--- src/rtl/clock_display_pkg.sv ---
// Shared types and constants for the desk-clock display path.
// Latency: n/a (declarations only).
// Backpressure: n/a.
package clock_display_pkg;

  // Frame sequencer states, in frame order.
  typedef enum logic [2:0] {
    ST_IDLE     = 3'd0,
    ST_SELECT   = 3'd1,
    ST_SHIFT_LO = 3'd2,
    ST_SHIFT_HI = 3'd3,
    ST_LATCH    = 3'd4,
    ST_DONE     = 3'd5
  } drv_state_t;

  // Select code the segment mux decodes as "no digit", blanking the display.
  localparam logic [2:0] SEG_SELECT_BLANK = 3'h7;
  localparam int         NUM_DIGITS       = 6;
  localparam int         BITS_PER_DIGIT   = 8;

endpackage

--- src/rtl/serial_clk_divider.sv ---
// Reloadable phase timer: o_tick fires once, CLK_DIV cycles after i_reload.
// Latency: tick is high in the CLK_DIV-th cycle after the reload cycle.
// Backpressure: none; a reload always restarts the count.
//
// Ports:
//   i_clk, i_reset_n : clock, synchronous active-low reset
//   i_reload         : restart the phase (asserted in the cycle before the phase begins)
//   o_tick           : one-cycle strobe marking the last cycle of the phase
module serial_clk_divider #(
  parameter int unsigned CLK_DIV = 4
) (
  input  logic i_clk,
  input  logic i_reset_n,
  input  logic i_reload,
  output logic o_tick
);

  localparam logic [7:0] RELOAD_VAL = 8'(CLK_DIV - 1);

  logic [7:0] count_q;
  logic       armed_q;

  always_ff @(posedge i_clk) begin
    if (!i_reset_n) begin
      count_q <= 8'd0;
      armed_q <= 1'b0;
    end else if (i_reload) begin
      count_q <= RELOAD_VAL;
      armed_q <= 1'b1;
    end else begin
      if (count_q != 8'd0) begin
        count_q <= count_q - 8'd1;
      end
      // Disarm once the tick has been delivered so it stays one cycle wide.
      if (count_q == 8'd0) begin
        armed_q <= 1'b0;
      end
    end
  end

  assign o_tick = armed_q && (count_q == 8'd0);

endmodule

--- src/rtl/segment_shift_driver.sv ---
// Frame sequencer: walks six mux digits, shifts 48 bits MSB-first into a 595 chain, latches.
// Latency: 6*(2+16*CLK_DIV)+CLK_DIV cycles from the accepting edge to o_frame_done.
// Backpressure: none; i_refresh outside IDLE is dropped, i_en low aborts to IDLE next cycle.
//
// Ports:
//   i_clk, i_reset_n  : clock, synchronous active-low reset
//   i_en              : driver enable
//   i_refresh         : one-cycle frame start strobe
//   i_led_segments    : 7-segment pattern returned by the digit mux
//   i_dp_mask         : decimal point per digit (bit d -> digit d)
//   o_segment_select  : digit index to the mux (3'h7 = blank)
//   o_serial_data/clk : shift-register data and clock (sampled on clk rise)
//   o_serial_latch    : storage-register latch pulse
//   o_busy            : frame in progress
//   o_frame_done      : one-cycle frame completion pulse
module segment_shift_driver
  import clock_display_pkg::*;
#(
  parameter int unsigned CLK_DIV    = 4,
  parameter int unsigned NUM_DIGITS = 6
) (
  input  logic       i_clk,
  input  logic       i_reset_n,
  input  logic       i_en,
  input  logic       i_refresh,
  input  logic [6:0] i_led_segments,
  input  logic [5:0] i_dp_mask,
  output logic [2:0] o_segment_select,
  output logic       o_serial_data,
  output logic       o_serial_clk,
  output logic       o_serial_latch,
  output logic       o_busy,
  output logic       o_frame_done
);

  localparam logic [2:0] LAST_DIGIT = 3'(NUM_DIGITS - 1);
  localparam logic [2:0] FIRST_BIT  = 3'(BITS_PER_DIGIT - 1);

  drv_state_t state_q, state_d;
  logic [2:0] digit_q, digit_d;
  logic [2:0] bit_q, bit_d;
  logic [7:0] byte_q, byte_d;
  logic       sel_phase_q, sel_phase_d;

  logic [2:0] seg_sel_q, seg_sel_d;
  logic       sdat_q, sdat_d;
  logic       sclk_q, sclk_d;
  logic       latch_q, latch_d;
  logic       busy_q, busy_d;
  logic       done_q, done_d;

  logic       reload;
  logic       tick;

  serial_clk_divider #(
    .CLK_DIV (CLK_DIV)
  ) u_div (
    .i_clk     (i_clk),
    .i_reset_n (i_reset_n),
    .i_reload  (reload),
    .o_tick    (tick)
  );

  // Next-state logic.
  always_comb begin
    state_d     = state_q;
    digit_d     = digit_q;
    bit_d       = bit_q;
    byte_d      = byte_q;
    sel_phase_d = sel_phase_q;

    case (state_q)
      ST_IDLE: begin
        if (i_refresh && i_en) begin
          digit_d     = 3'd0;
          sel_phase_d = 1'b0;
          state_d     = ST_SELECT;
        end
      end
      ST_SELECT: begin
        // First cycle lets the mux register the select, second lets it decode.
        if (sel_phase_q) begin
          byte_d  = {i_dp_mask[digit_q], i_led_segments};
          bit_d   = FIRST_BIT;
          state_d = ST_SHIFT_LO;
        end else begin
          sel_phase_d = 1'b1;
        end
      end
      ST_SHIFT_LO: begin
        if (tick) begin
          state_d = ST_SHIFT_HI;
        end
      end
      ST_SHIFT_HI: begin
        if (tick) begin
          if (bit_q != 3'd0) begin
            bit_d   = bit_q - 3'd1;
            state_d = ST_SHIFT_LO;
          end else if (digit_q != LAST_DIGIT) begin
            digit_d     = digit_q + 3'd1;
            sel_phase_d = 1'b0;
            state_d     = ST_SELECT;
          end else begin
            state_d = ST_LATCH;
          end
        end
      end
      ST_LATCH: begin
        if (tick) begin
          state_d = ST_DONE;
        end
      end
      ST_DONE: begin
        state_d = ST_IDLE;
      end
      default: begin
        state_d = ST_IDLE;
      end
    endcase

    // Enable low abandons the frame without latching.
    if ((state_q != ST_IDLE) && !i_en) begin
      state_d = ST_IDLE;
    end
  end

  // Output values for the coming cycle, derived from the next state so that
  // every output leaves a flop.
  always_comb begin
    reload    = (state_d != state_q);

    seg_sel_d = seg_sel_q;
    if (state_d == ST_IDLE) begin
      seg_sel_d = SEG_SELECT_BLANK;
    end else if (state_d == ST_SELECT) begin
      seg_sel_d = digit_d;
    end

    sdat_d  = 1'b0;
    if ((state_d == ST_SHIFT_LO) || (state_d == ST_SHIFT_HI)) begin
      sdat_d = byte_d[bit_d];
    end
    sclk_d  = (state_d == ST_SHIFT_HI);
    latch_d = (state_d == ST_LATCH);
    done_d  = (state_d == ST_DONE);

    // Busy trails the state by one cycle: high from the cycle after the
    // accepting edge up to and including the DONE cycle's predecessor window.
    busy_d  = i_en && (state_q != ST_IDLE) && (state_q != ST_DONE);
  end

  always_ff @(posedge i_clk) begin
    if (!i_reset_n) begin
      state_q     <= ST_IDLE;
      digit_q     <= 3'd0;
      bit_q       <= 3'd0;
      byte_q      <= 8'd0;
      sel_phase_q <= 1'b0;
      seg_sel_q   <= SEG_SELECT_BLANK;
      sdat_q      <= 1'b0;
      sclk_q      <= 1'b0;
      latch_q     <= 1'b0;
      busy_q      <= 1'b0;
      done_q      <= 1'b0;
    end else begin
      state_q     <= state_d;
      digit_q     <= digit_d;
      bit_q       <= bit_d;
      byte_q      <= byte_d;
      sel_phase_q <= sel_phase_d;
      seg_sel_q   <= seg_sel_d;
      sdat_q      <= sdat_d;
      sclk_q      <= sclk_d;
      latch_q     <= latch_d;
      busy_q      <= busy_d;
      done_q      <= done_d;
    end
  end

  assign o_segment_select = seg_sel_q;
  assign o_serial_data    = sdat_q;
  assign o_serial_clk     = sclk_q;
  assign o_serial_latch   = latch_q;
  assign o_busy           = busy_q;
  assign o_frame_done     = done_q;

endmodule

--- config.mk ---
export PLATFORM = sky130hd
export DESIGN_NAME = segment_shift_driver
export DESIGN_NICKNAME = d
export VERILOG_FILES = /design/src/rtl/clock_display_pkg.sv /design/src/rtl/serial_clk_divider.sv /design/src/rtl/segment_shift_driver.sv
export SDC_FILE = /design/constraint.sdc
export NUM_CORES = 1
export LEC_CHECK = 0
export CAP_MARGIN = 20
export CORE_AREA = 2 2 84 86
export CTS_CLUSTER_SIZE = 28
export DETAILED_ROUTE_END_ITERATION = 7
export DIE_AREA = 0 0 86 88
export PLACE_DENSITY_LB_ADDON = 0.12
export SLEW_MARGIN = 0
export SYNTH_ARGS = -nofsm -noshare
export SYNTH_HDL_FRONTEND = slang
export SYNTH_HIERARCHICAL = 1
export SYNTH_SLANG_ARGS = --single-unit
--- constraint.sdc ---
create_clock -name i_clk -period 3.5 [get_ports i_clk]
set_input_delay 0.875 -clock i_clk [delete_from_list [all_inputs] [get_ports i_clk]]
set_output_delay 0.875 -clock i_clk [all_outputs]
set_load 0.02 [all_outputs]
# --- Yosys cells after proc, flatten, opt, wreduce, memory -nomap -nowiden ---
# Index checks and enable logic that the tools add are counted.
word_totals:
  reg_bits: 35
  inputBits: 17
  output_inout_bits: 8
classes:
  add_sub_neg: 3
  order_cmp: 2
  eq_ne: 16
  muxes: 33
  bitwise_logic: 1
  n_reduce_logical: 20
op_table:
  columns: ["cell", "count"]
  rows:
  - ["$mux W3", 15]
  - ["$mux W8", 2]
  - ["$pmux W3 S5", 1]
  - ["$eq A3 B2 Y1 const B", 4]
  - ["$pmux W3 S2", 2]
  - ["$eq A3 B3 Y1 const B", 3]
  - ["$reduce_bool A3 Y1", 3]
  - ["$logic_not A8 Y1", 1]
  - ["$lt A3 B4 Y1 const B", 2]
  - ["$mux W1", 8]
  - ["$ne A2 B2 Y1 const B", 4]
  - ["$reduce_bool A8 Y1", 1]
  - ["$sub A8 B1 Y8 const B", 1]
  - ["$bmux W1 S3", 2]
  - ["$eq A3 B1 Y1 const B", 2]
  - ["$logic_not A3 Y1", 2]
  - ["$ne A3 B3 Y1 const B", 2]
  - ["$logic_and A1 B1 Y1", 5]
  - ["$reduce_and A5 Y1", 1]
  - ["$mux W2", 2]
  - ["$reduce_bool A2 Y1", 2]
  - ["$reduce_or A2 Y1", 2]
  - ["$add A3 B1 Y3 const B", 1]
  - ["$ne A3 B3 Y1", 1]
  - ["6 further kinds", 6]

# --- Longest topological paths before layout ---
# Gate-level depths: netlist of the first run.
logic_depth:
  word_depth: 9
  depth_mapped: 14
  depth_no_buf: 13

# --- Modules after synthesis ---
# The synthesis of the first run kept the hierarchy.
by_module_without_submodules:
  columns: ["mod", "instances", "cells_each", "area_per_inst_um2", "seq_area_each_um2"]
  rows:
  - ["segment_shift_driver", 1, 183, 1492.7, 520.5]
  - ["serial_clk_divider", 1, 48, 446.7, 180.2]

# --- Least setup slack after synthesis of the first run ---
# Ideal clock, no wire load.
synth_timing:
  path_type: "register -> register"
  startpoint: "register u_div.count_q[0]"
  endpoint: "register u_div.count_q[2]"
  setup_time_ns: 0.126
  arrival_time_ns: 2.892
  path_slack_ns: 0.482
  path_stages_with_launch: 15
  n_path_buf: 1
  period_less_slack_ns: 3.018
  path_cell_list: "dfxtp_1 -> inv_1 -> ha_1 -> or3b_2 -> clkbuf_1 -> nor3_1 -> xor2_1 -> nand2_1 -> o211ai_1 -> a22oi_1 -> nor3_1 -> a31oi_1 -> nor2b_1 -> o21ai_1 -> nor2_1"
synth_via:
  elab_chain_cells: 7
  elab_cells_between_ends: 11
synth_rtl:
  columns: ["element", "line_no", "text"]
  rows:
  - ["start, declared", "serial_clk_divider.sv:20", "logic [7:0] count_q;"]
  - ["start signal, assigned", "serial_clk_divider.sv:32", "count_q <= count_q - 8'd1;"]
  - ["$logic_not A8 Y1 *", "serial_clk_divider.sv:41", "assign o_tick = armed_q && (count_q == 8'd0);"]
  - ["$logic_and A1 B1 Y1 *", "serial_clk_divider.sv:41", null]
  - ["named net tick", "segment_shift_driver.sv:53", "logic tick;"]
  - ["$mux W3, on equally long branches", "segment_shift_driver.sv:110, segment_shift_driver.sv:91, segment_shift_driver.sv:96", null]
  - ["$pmux W3 S5 *", "segment_shift_driver.sv:72", "case (state_q)"]
  - ["$mux W3 *", "segment_shift_driver.sv:123", "if ((state_q != ST_IDLE) && !i_en) begin"]
  - ["$ne A3 B3 Y1 *", "segment_shift_driver.sv:131", "reload = (state_d != state_q);"]
  - ["named net reload", "segment_shift_driver.sv:52", "logic reload;"]
  - ["$reduce_or A2 Y1 (no source line) *", null, null]
# The timed path passes the listed nets; every way through them passes the cells marked *.
# A chain may end at the register's enable or synchronous reset.

# --- Final worst setup path of the first run ---
layout_timing:
  startpoint: "register u_div.count_q[0]"
  endpoint: "register u_div.count_q[4]"
# Same word-level chain as after synthesis.

==> results.toml, run 1 <==
[floorplanning]
die_h_um = 88
dieWidth_um = 86
ios = 25
die_area_mm2 = 0.007568
core-area_mm2 = 0.006644
num_rows = 30
start_util_pct = 29.19

[power]
vdd_drop_max_mv = 0.1543
p_sw_mw = 0.3905
switching_share_pct = 32.07
p_comb_share_pct = 28.6
leakage_nw = 0.9148
p_total_mw = 1.218
power_frac_seq_pct = 40.5
p_int_mw = 0.8271
power_density_mw_per_mm2 = 520.7
power_frac_clock_pct = 30.9

[cts]
cts-htree-levels = 2
cts.sinks = 35
cts_resized = 0
cts_tree = "done"
cts.root.buffer_cell = "clkbuf_8"
postCtsHoldBufs = 0
path_clk_slew_ps = 80
clk_latency_ps = 300
numCtsBuffers = 5
clk_path_buf_depth = 2
postCtsSetupRepairBufs = 0

[worst_setup_path]
endpoint_kind = "flip-flop"
critPathKind = "flip-flop to flip-flop"
critPathArrivalTime_ps = 3320
critPathLaunchType = "flip-flop"
crit_required_ps = 3680
cp_max_fo = 7

[placement]
gp_congestion = 0.8104
hpwl_mm = 3.053
io_buffer_count = 24

[sta]
fmax_ghz = 0.3188
setup_viol = 0
skew_ps = 10.31
timing.final.crit_share_pct = 89.61
fin_crit_ps = 3136
worstMarginPinSlew_ps = 721.2
finalHoldViolCount = 0
slew_viol_final = 0
relSlewSlack_pct = 51.77
finalSetupTns_ps = 0
rsz0062_at_grt = "no"

[drt]
wl_mm = 4.275
drc_errors = 0
num_vias = 1687
drt_first_pass_iters = 4
drtAntennaViolNets = 0
drt-initial-drc-count = 101
routed_via_density = 5.051
wl_per_cell_um = 12.80

[synth]
synth_cell_type_count = 53
synthArstFlopShare_pct = 0
synthFlopType = "dfxtp_1"
yosys_warnings = 6
ys_ff_latch = 35
yosysSeqAreaShare_pct = 36.13
synth_edf_count = 0
synth_area_per_cell_um2 = 8.395
synth_fp_nets = 254
syn_inst = 231
synth_area_mm2 = 0.001939

[run_status]
status = "finished, final reports clean"

[global_routing]
grt-ovfl-total = 0
grtUsageTotal_pct = 12.43
first_global_vias = 1598
grt_pass1_wl_mm = 7.431
antenna_found_initial = 0
grt_max_degree = 23

[job]
timing.max_cap.violations = 0

[finish]
syn_to_final_growth_pct = 20.58
drive_above_1_share_pct = 7.480
fillers = 698
diodes = 0
nets = 276

[min_path]
hold_path.class = "flip-flop to flip-flop"
## stage by stage
stage | instances | hold WS, ps | util (%) | worst slack, ps | area [um2]
floorplan | 231 | 451.6 | - | 481.6 | 1939
global placement | 326 | 473.8 | 33.50 | 414.7 | 2226
detailed placement | 326 | 483.7 | 33.50 | 340.3 | 2226
CTS | 334 | 493.7 | 35.20 | 332.1 | 2338
global route | 334 | 510.2 | 35.20 | 47.55 | 2338
finish | 334 | 483.4 | 35.20 | 363.6 | 2338
## worst paths after layout
path / startpoint / to / slack (ps) / cells past startpoint
setup reg to reg: u_div/count_q[0]$_SDFFE_PN0P_ / u_div/count_q[4]$_SDFFE_PP0P_ / 360 / 14
setup / recovery: u_div/count_q[0]$_SDFFE_PN0P_ / u_div/count_q[4]$_SDFFE_PP0P_ / 360 / 14
hold reg to reg: byte_q[4]$_SDFF_PN0_ / byte_q[4]$_SDFF_PN0_ / 480 / 2
hold / removal: byte_q[4]$_SDFF_PN0_ / byte_q[4]$_SDFF_PN0_ / 480 / 2
## power by group through the flow
stage | logic [mW] | clock network (mW) | registers, mW
finish | 0.348 | 0.376 | 0.494
global route | 0.397 | 0.408 | 0.504
CTS | 0.349 | 0.388 | 0.495
detailed placement | 0.348 | 0 | 0.505
global placement | 0.353 | 0 | 0.504
floorplan | 0.298 | 0 | 0.493
## Yosys cell counts (all sizes together), types with 4 or more instances
cell / instances / area (um2)
nand3: 11 / 55.05
a31oi: 8 / 50.05
dfxtp: 35 / 700.7
ha: 6 / 75.07
o21ai: 14 / 70.06
nor2: 13 / 48.80
nor3: 7 / 35.03
or3: 4 / 25.02
a21oi: 7 / 35.03
clkbuf: 5 / 20.01
nand2: 25 / 101.4
and2: 9 / 58.81
mux2i: 6 / 60.06
buf: 7 / 56.30
a21boi: 9 / 67.56
or4: 4 / 33.78
nor2b: 4 / 25.02
inv: 12 / 45.04
## cell usage in the layout, fill, tap and decap left out, drive strengths merged, types with 2 or more instances in the layout
cell type	instances
a21boi	9
a21o	2
a21oi	7
a31oi	8
and2	9
and3	3
and3b	3
buf	3
clkbuf	5
clkdlybuf4s50	24
clkinv	2
dfxtp	35
ha	6
inv	12
mux2i	6
nand2	25
nand2b	3
nand3	11
nor2	13
nor2b	4
nor3	7
nor3b	2
nor4	2
o211a	3
o211ai	3
o21ai	14
o22ai	2
o31ai	3
or3	4
or4	4
xnor2	2
xor2	3
## cell families after synthesis
| logic type | share of synthesized area [%] |
|---|---|
| buffers and inverters | 6.257 |
| XOR/XNOR | 2.258 |
| AND/OR/NAND/NOR | 26.45 |
| AO/OA/AOI/OAI | 21.42 |
| flip-flops | 36.13 |
| multiplexers | 3.097 |
| adder cells (fa/ha/maj) | 4.387 |
## cell type report
cell class	instances	area, um2	area share [%]
Inverter	12	45.04	1.926
Clock inverter	3	43.79	1.873
Tap cell	80	100.1	4.280
Multi-Input combinational cell	172	1117	47.78
Clock buffer	5	68.82	2.943
Timing Repair Buffer	27	262.8	11.24
Sequential cell	35	700.7	29.96
## critical path, stage by stage (launching register included)
cell and delay [ps]:
dfxtp_1 330, inv_1 80, ha_1 150, or3b_2 520, nor3_1 180, buf_4 170
xor2_1 60, nand2_1 80, o211ai_1 90, a22oi_1 470, nor3_1 130, a31oi_1 330
nor2b_1 100, o21ai_1 230, nor2_1 90
## sequential cells by signal, indices dropped and copies added (netlist names), 3 cells and up
register / count
state_q: 3
byte_q: 8
o_segment_select: 3
u_div/count_q: 8
digit_q: 3
bit_q: 3
## layer usage
metal / track usage (%) / part of all wire, % / wire [um] / vias up
met5: 0 / 0 / 0 / -
met4: 5.628 / 1.6 / 68 / 0
met3: 2.828 / 3.1 / 132 / 7
met2: 19.52 / 45 / 1905 / 24
met1: 16.29 / 51 / 2169 / 785
li1: - / - / - / 871
Note: power is estimated with default switching activity, not from simulation.
==> run 2: changes to the inputs <==
Settings changed: GPL_TIMING_DRIVEN set to 0.
==> run 2 against run 1 <==
Fmax fell by 2.4%. Hold slack got worse by 0.84 ps. Sequential power barely moved. Clock-buffer cell count rose by 1. Largest power group unchanged. Die area did not move. Combinational power rose by 15%. Sequential share of layout area fell by 0.63 points. Critical endpoint unchanged. Utilization rose by 0.75 points. Register-to-register slack got worse by 80 ps. Wire length rose by 3.3%. Largest cell class unchanged.
==> results.toml, run 2 (same netlist as run 1, synthesis figures left out) <==
[run_status]
status = "finished, final reports clean"

[floorplanning]
die_area_mm2 = 0.007568
num_rows = 30
core-area_mm2 = 0.006644
ios = 25
dieWidth_um = 86
start_util_pct = 29.19
die_h_um = 88

[worst_setup_path]
crit_required_ps = 3660
r2r-end = "u_div/count_q[4]$_SDFFE_PP0P_"
path_cells = "inv_1 > ha_1 > or3b_2 > clkbuf_1 > nor3_4 > xor2_1 > nand2_1 > o211ai_1 > a22oi_2 > nor3_1 > a31oi_1 > nor2b_1 > o21ai_1 > nor2_1"
crit_path_start = "u_div/count_q[0]$_SDFFE_PN0P_"
rrSetupSlack_ps = 290
cp_max_fo = 9
r2r-start = "u_div/count_q[0]$_SDFFE_PN0P_"
endpoint_kind = "flip-flop"
critPathArrivalTime_ps = 3380
worst-path-buf-inv = 2
critical-path-top-delay-family = "simple AND/OR/NAND/NOR gates"
critPathLaunchType = "flip-flop"
cpPeakStageDelay_ps = 430
reg2reg_depth = 14
critPathKind = "flip-flop to flip-flop"
crit_slowest_cell = "or3b_2"

[placement]
dpl.cell_count = 335
preCtsSetupSlack_ps = -237.5
gp_congestion = 0.8198
io_buffer_count = 24
hpwl_mm = 3.263

[sta]
slew_viol_final = 0
fin_ws_ps = 287.0
fmax_ghz = 0.3112
setup_viol = 0
timing.final.crit_share_pct = 91.80
skew_ps = 9.085
finalHoldViolCount = 0
relSlewSlack_pct = 64.29
rsz0062_at_grt = "no"
worstMarginPinSlew_ps = 535.7
fin_crit_ps = 3213

[drt]
drt-initial-drc-count = 83
drt_first_pass_iters = 4
drc_errors = 0
wl_mm = 4.415
wl_per_cell_um = 12.91
routed_via_density = 4.857
num_vias = 1661
drtAntennaViolNets = 0

[power]
leakage_nw = 0.9422
vdd_drop_max_mv = 0.1861
power_density_mw_per_mm2 = 500.6

[finish]
post-route-util_pct = 35.95
syn_to_final_growth_pct = 23.16
top_regs = "byte_q: 8 flops, u_div/count_q: 8 flops"
diodes = 0
layout_commonest_cell = "dfxtp_1"
stdcell_count = 342
drive_above_1_share_pct = 9.924
final_cell_mix = "dfxtp_1, nand2_1, clkdlybuf4s50_1"
nets = 285

[global_routing]
grtUsageTotal_pct = 12.44
antenna_found_initial = 0
grt_max_degree = 14
grt-ovfl-total = 0
first_global_vias = 1515
grt_pass1_wl_mm = 7.410

[cts]
clk_latency_ps = 290
cts.sinks = 35
postCtsHoldBufs = 0
path_clk_slew_ps = 70
numCtsBuffers = 5
cts-htree-levels = 2
postCtsSetupRepairBufs = 0
clk_path_buf_depth = 2
cts.root.buffer_cell = "clkbuf_8"
cts_tree = "done"

[min_path]
whs_endpoint = "byte_q[4]$_SDFF_PN0_"
hold_path.class = "flip-flop to flip-flop"
hold-path-cell-count = 2
worstHoldStart = "byte_q[4]$_SDFF_PN0_"

[job]
timing.max_cap.violations = 0
[run 2: final cells by class]
| type | count | area [um2] |
|---|---|---|
| clock inverter | 1 | 5.005 |
| tap | 80 | 100.1 |
| buffer | 12 | 76.32 |
| sequential | 35 | 700.7 |
| timing repair buffer | 24 | 240.2 |
| fill | 707 | 4255 |
| inverter | 12 | 45.04 |
| clock buffer | 6 | 82.58 |
| multi-input combinational | 172 | 1139 |
[run 2: worst max-delay path by stage]
stage                                          to  slack, ps  cells after the start
global placement    u_div/count_q[4]$_SDFFE_PP0P_       -230                     14
detailed placement  u_div/count_q[2]$_SDFFE_PP0P_       -240                     14
finish              u_div/count_q[4]$_SDFFE_PP0P_        290                     14
CTS                 u_div/count_q[4]$_SDFFE_PP0P_        150                     14
global route        u_div/count_q[2]$_SDFFE_PP0P_          8                     14
floorplan           u_div/count_q[2]$_SDFFE_PP0P_        480                     14
[run 2: power breakdown]
| group | switching, mW | internal [mW] | leakage (nW) |
|---|---|---|---|
| clock network | 0.148 | 0.155 | 0.0470 |
| registers | 0.0448 | 0.448 | 0.285 |
| logic | 0.207 | 0.193 | 0.610 |
| total | 0.400 | 0.796 | 0.942 |
[run 2: through the flow]
step                total power [mW]  hold slack (ps)  area, um2  setup TNS, ps
floorplan                     0.7911            451.6       1939              0
global placement              0.8846            467.0       2280          -1272
detailed placement            0.8859            476.2       2280          -1364
CTS                            1.203            486.1       2377              0
global route                   1.283            508.9       2389              0
finish                         1.196            482.5       2389              0
[run 2: per-layer routing]
layer	track usage [%]	routed length (um)	up-vias
met3	3.487	160	5
met2	18.46	1951	25
li1	-	-	889
met1	17.27	2249	742
met5	0	0	-
met4	4.329	53	0
[run 2: worst register-to-register path, cell delays in order (launching register included)]
cell      delay [ps]
dfxtp_1          340
inv_1             90
ha_1             160
or3b_2           430
clkbuf_1         200
nor3_4           300
xor2_1           110
nand2_1           80
o211ai_1         110
a22oi_2          400
nor3_1           110
a31oi_1          320
nor2b_1          110
o21ai_1          250
nor2_1            90
[run 2: timing repair]
item,4_1_cts,5_1_grt
cloned,0,0
endpoints found under the hold margin,0,0
endpoints found under the setup margin,9,7
resized for setup,2,2
==> run 3: changes to the inputs <==
Settings changed: CORE_AREA 2 2 84 86 to 2 2 69 104, DIE_AREA 0 0 86 88 to 0 0 71 106.
==> run 3 against run 2 <==
Global-route usage increased by 0.22 points. First-iteration DRC count fell by 13%. Total power shrank 0.23%. Hold slack worse by 1.1 ps.
==> results.toml, run 3 (same netlist as run 1, synthesis figures left out) <==
[run_status]
status = "finished, final reports clean"

[power]
power_density_mw_per_mm2 = 501.0
power_frac_clock_pct = 25.2
power_frac_seq_pct = 41.2
vdd_drop_max_mv = 0.1719
switching_share_pct = 33.33
leakage_nw = 0.9411
p_comb_share_pct = 33.6
p_int_mw = 0.7953
p_sw_mw = 0.3976
p_total_mw = 1.193

[drt]
drtAntennaViolNets = 0
routed_via_density = 5.129
num_vias = 1744
drt-initial-drc-count = 72
drc_errors = 0
drt_first_pass_iters = 4
wl_per_cell_um = 13.37
wl_mm = 4.547

[worst_setup_path]
critPathArrivalTime_ps = 3400
endpoint_kind = "flip-flop"
crit_required_ps = 3670
critPathKind = "flip-flop to flip-flop"
critPathLaunchType = "flip-flop"
cp_max_fo = 9

[sta]
slew_viol_final = 0
relSlewSlack_pct = 65.56
timing.final.crit_share_pct = 92.36
rsz0062_at_grt = "no"
fin_crit_ps = 3233
setup_viol = 0
finalHoldViolCount = 0
fmax_ghz = 0.3093
worstMarginPinSlew_ps = 516.5
timing.hold.ws_ps = 481.4
skew_ps = 3.214
finalSetupTns_ps = 0

[global_routing]
first_global_vias = 1686
grtUsageTotal_pct = 12.66
grt-ovfl-total = 0
grt_max_degree = 14
grt_pass1_wl_mm = 7.659
antenna_found_initial = 0

[placement]
gp_congestion = 0.8154
hpwl_mm = 3.427
dpl.cell_count = 333
io_buffer_count = 24

[cts]
cts.sinks = 35
cts_tree = "done"
clk_latency_ps = 290
numCtsBuffers = 5
cts.root.buffer_cell = "clkbuf_8"
cts-htree-levels = 2
clk_path_buf_depth = 2
postCtsSetupRepairBufs = 0
path_clk_slew_ps = 70

[finish]
drive_above_1_share_pct = 9.542
nets = 285
final_cell_mix = "dfxtp_1, nand2_1, clkdlybuf4s50_1"
post-route-util_pct = 35.47
stdcell_count = 340
fillers = 710
syn_to_final_growth_pct = 22.77
layout_commonest_cell = "dfxtp_1"
top_regs = "byte_q: 8 flops, u_div/count_q: 8 flops"
diodes = 0

[floorplanning]
die_h_um = 106
die_area_mm2 = 0.007526
num_rows = 37
dieWidth_um = 71
start_util_pct = 28.89
core-area_mm2 = 0.006713
ios = 25

[job]
timing.max_cap.violations = 0

[min_path]
hold_path.class = "flip-flop to flip-flop"
run 3: cell counts in the layout (fill, tap and decap cells not counted):
Identical to the previous run, type by type.
run 3: power by group through the flow:
stage / clock (mW) / sequential (mW) / combinational (mW)
after floorplan: 0 / 0.493 / 0.298
after global placement: 0 / 0.500 / 0.384
after detailed placement: 0 / 0.502 / 0.385
after CTS: 0.315 / 0.492 / 0.395
after global routing: 0.329 / 0.501 / 0.443
final: 0.301 / 0.491 / 0.401
run 3: worst paths after layout:
kind	from	endpoint	slack (ps)	cells past startpoint
worst max-delay path	u_div/count_q[0]$_SDFFE_PN0P_	u_div/count_q[4]$_SDFFE_PP0P_	270	14
worst min-delay path	u_div/armed_q$_SDFFE_PN0P_	u_div/armed_q$_SDFFE_PN0P_	480	2
worst max register to register	u_div/count_q[0]$_SDFFE_PN0P_	u_div/count_q[4]$_SDFFE_PP0P_	270	14
worst min register to register	u_div/armed_q$_SDFFE_PN0P_	u_div/armed_q$_SDFFE_PN0P_	480	2
run 3: per-layer routing:
layer | global-route usage, % | up-vias | share of wire [%]
met3 | 2.370 | 7 | 2.3
met4 | 5.930 | 0 | 2.4
met2 | 23.70 | 30 | 53
met1 | 13.26 | 820 | 42
met5 | 0 | - | 0
li1 | - | 887 | -
run 3: layout make-up:
type / instances / area [um2] / share of cell area, %
multi-input combinational: 172 / 1134 / 47.61
clock inverter: 1 / 5.005 / 0.2102
timing repair buffer: 24 / 240.2 / 10.09
sequential: 35 / 700.7 / 29.43
clock buffer: 6 / 82.58 / 3.468
tap: 78 / 97.59 / 4.099
buffer: 12 / 76.32 / 3.205
inverter: 12 / 45.04 / 1.892
run 3: timing repair:
action / 4_1_cts / 5_1_grt
resized for setup: 2 / 1
hold buffers: 0 / 0
endpoints found under the setup margin: 9 / 5
pin swaps: 0 / 0
run 3: stage by stage:
| stage | setup slack [ps] | instance area, um2 |
|---|---|---|
| after floorplan | 481.6 | 1939 |
| after global placement | -233.8 | 2277 |
| after detailed placement | -255.9 | 2277 |
| after CTS | 144.4 | 2375 |
| after global routing | 24.82 | 2381 |
| final | 267.3 | 2381 |
run 3: critical path, stage by stage (launching register included):
cell and delay [ps]:
dfxtp_1 330, inv_1 80, ha_1 160, or3b_2 430
clkbuf_1 210, nor3_4 300, xor2_1 110, nand2_1 80
o211ai_1 110, a22oi_2 420, nor3_1 110, a31oi_1 330
nor2b_1 100, o21ai_1 250, nor2_1 90
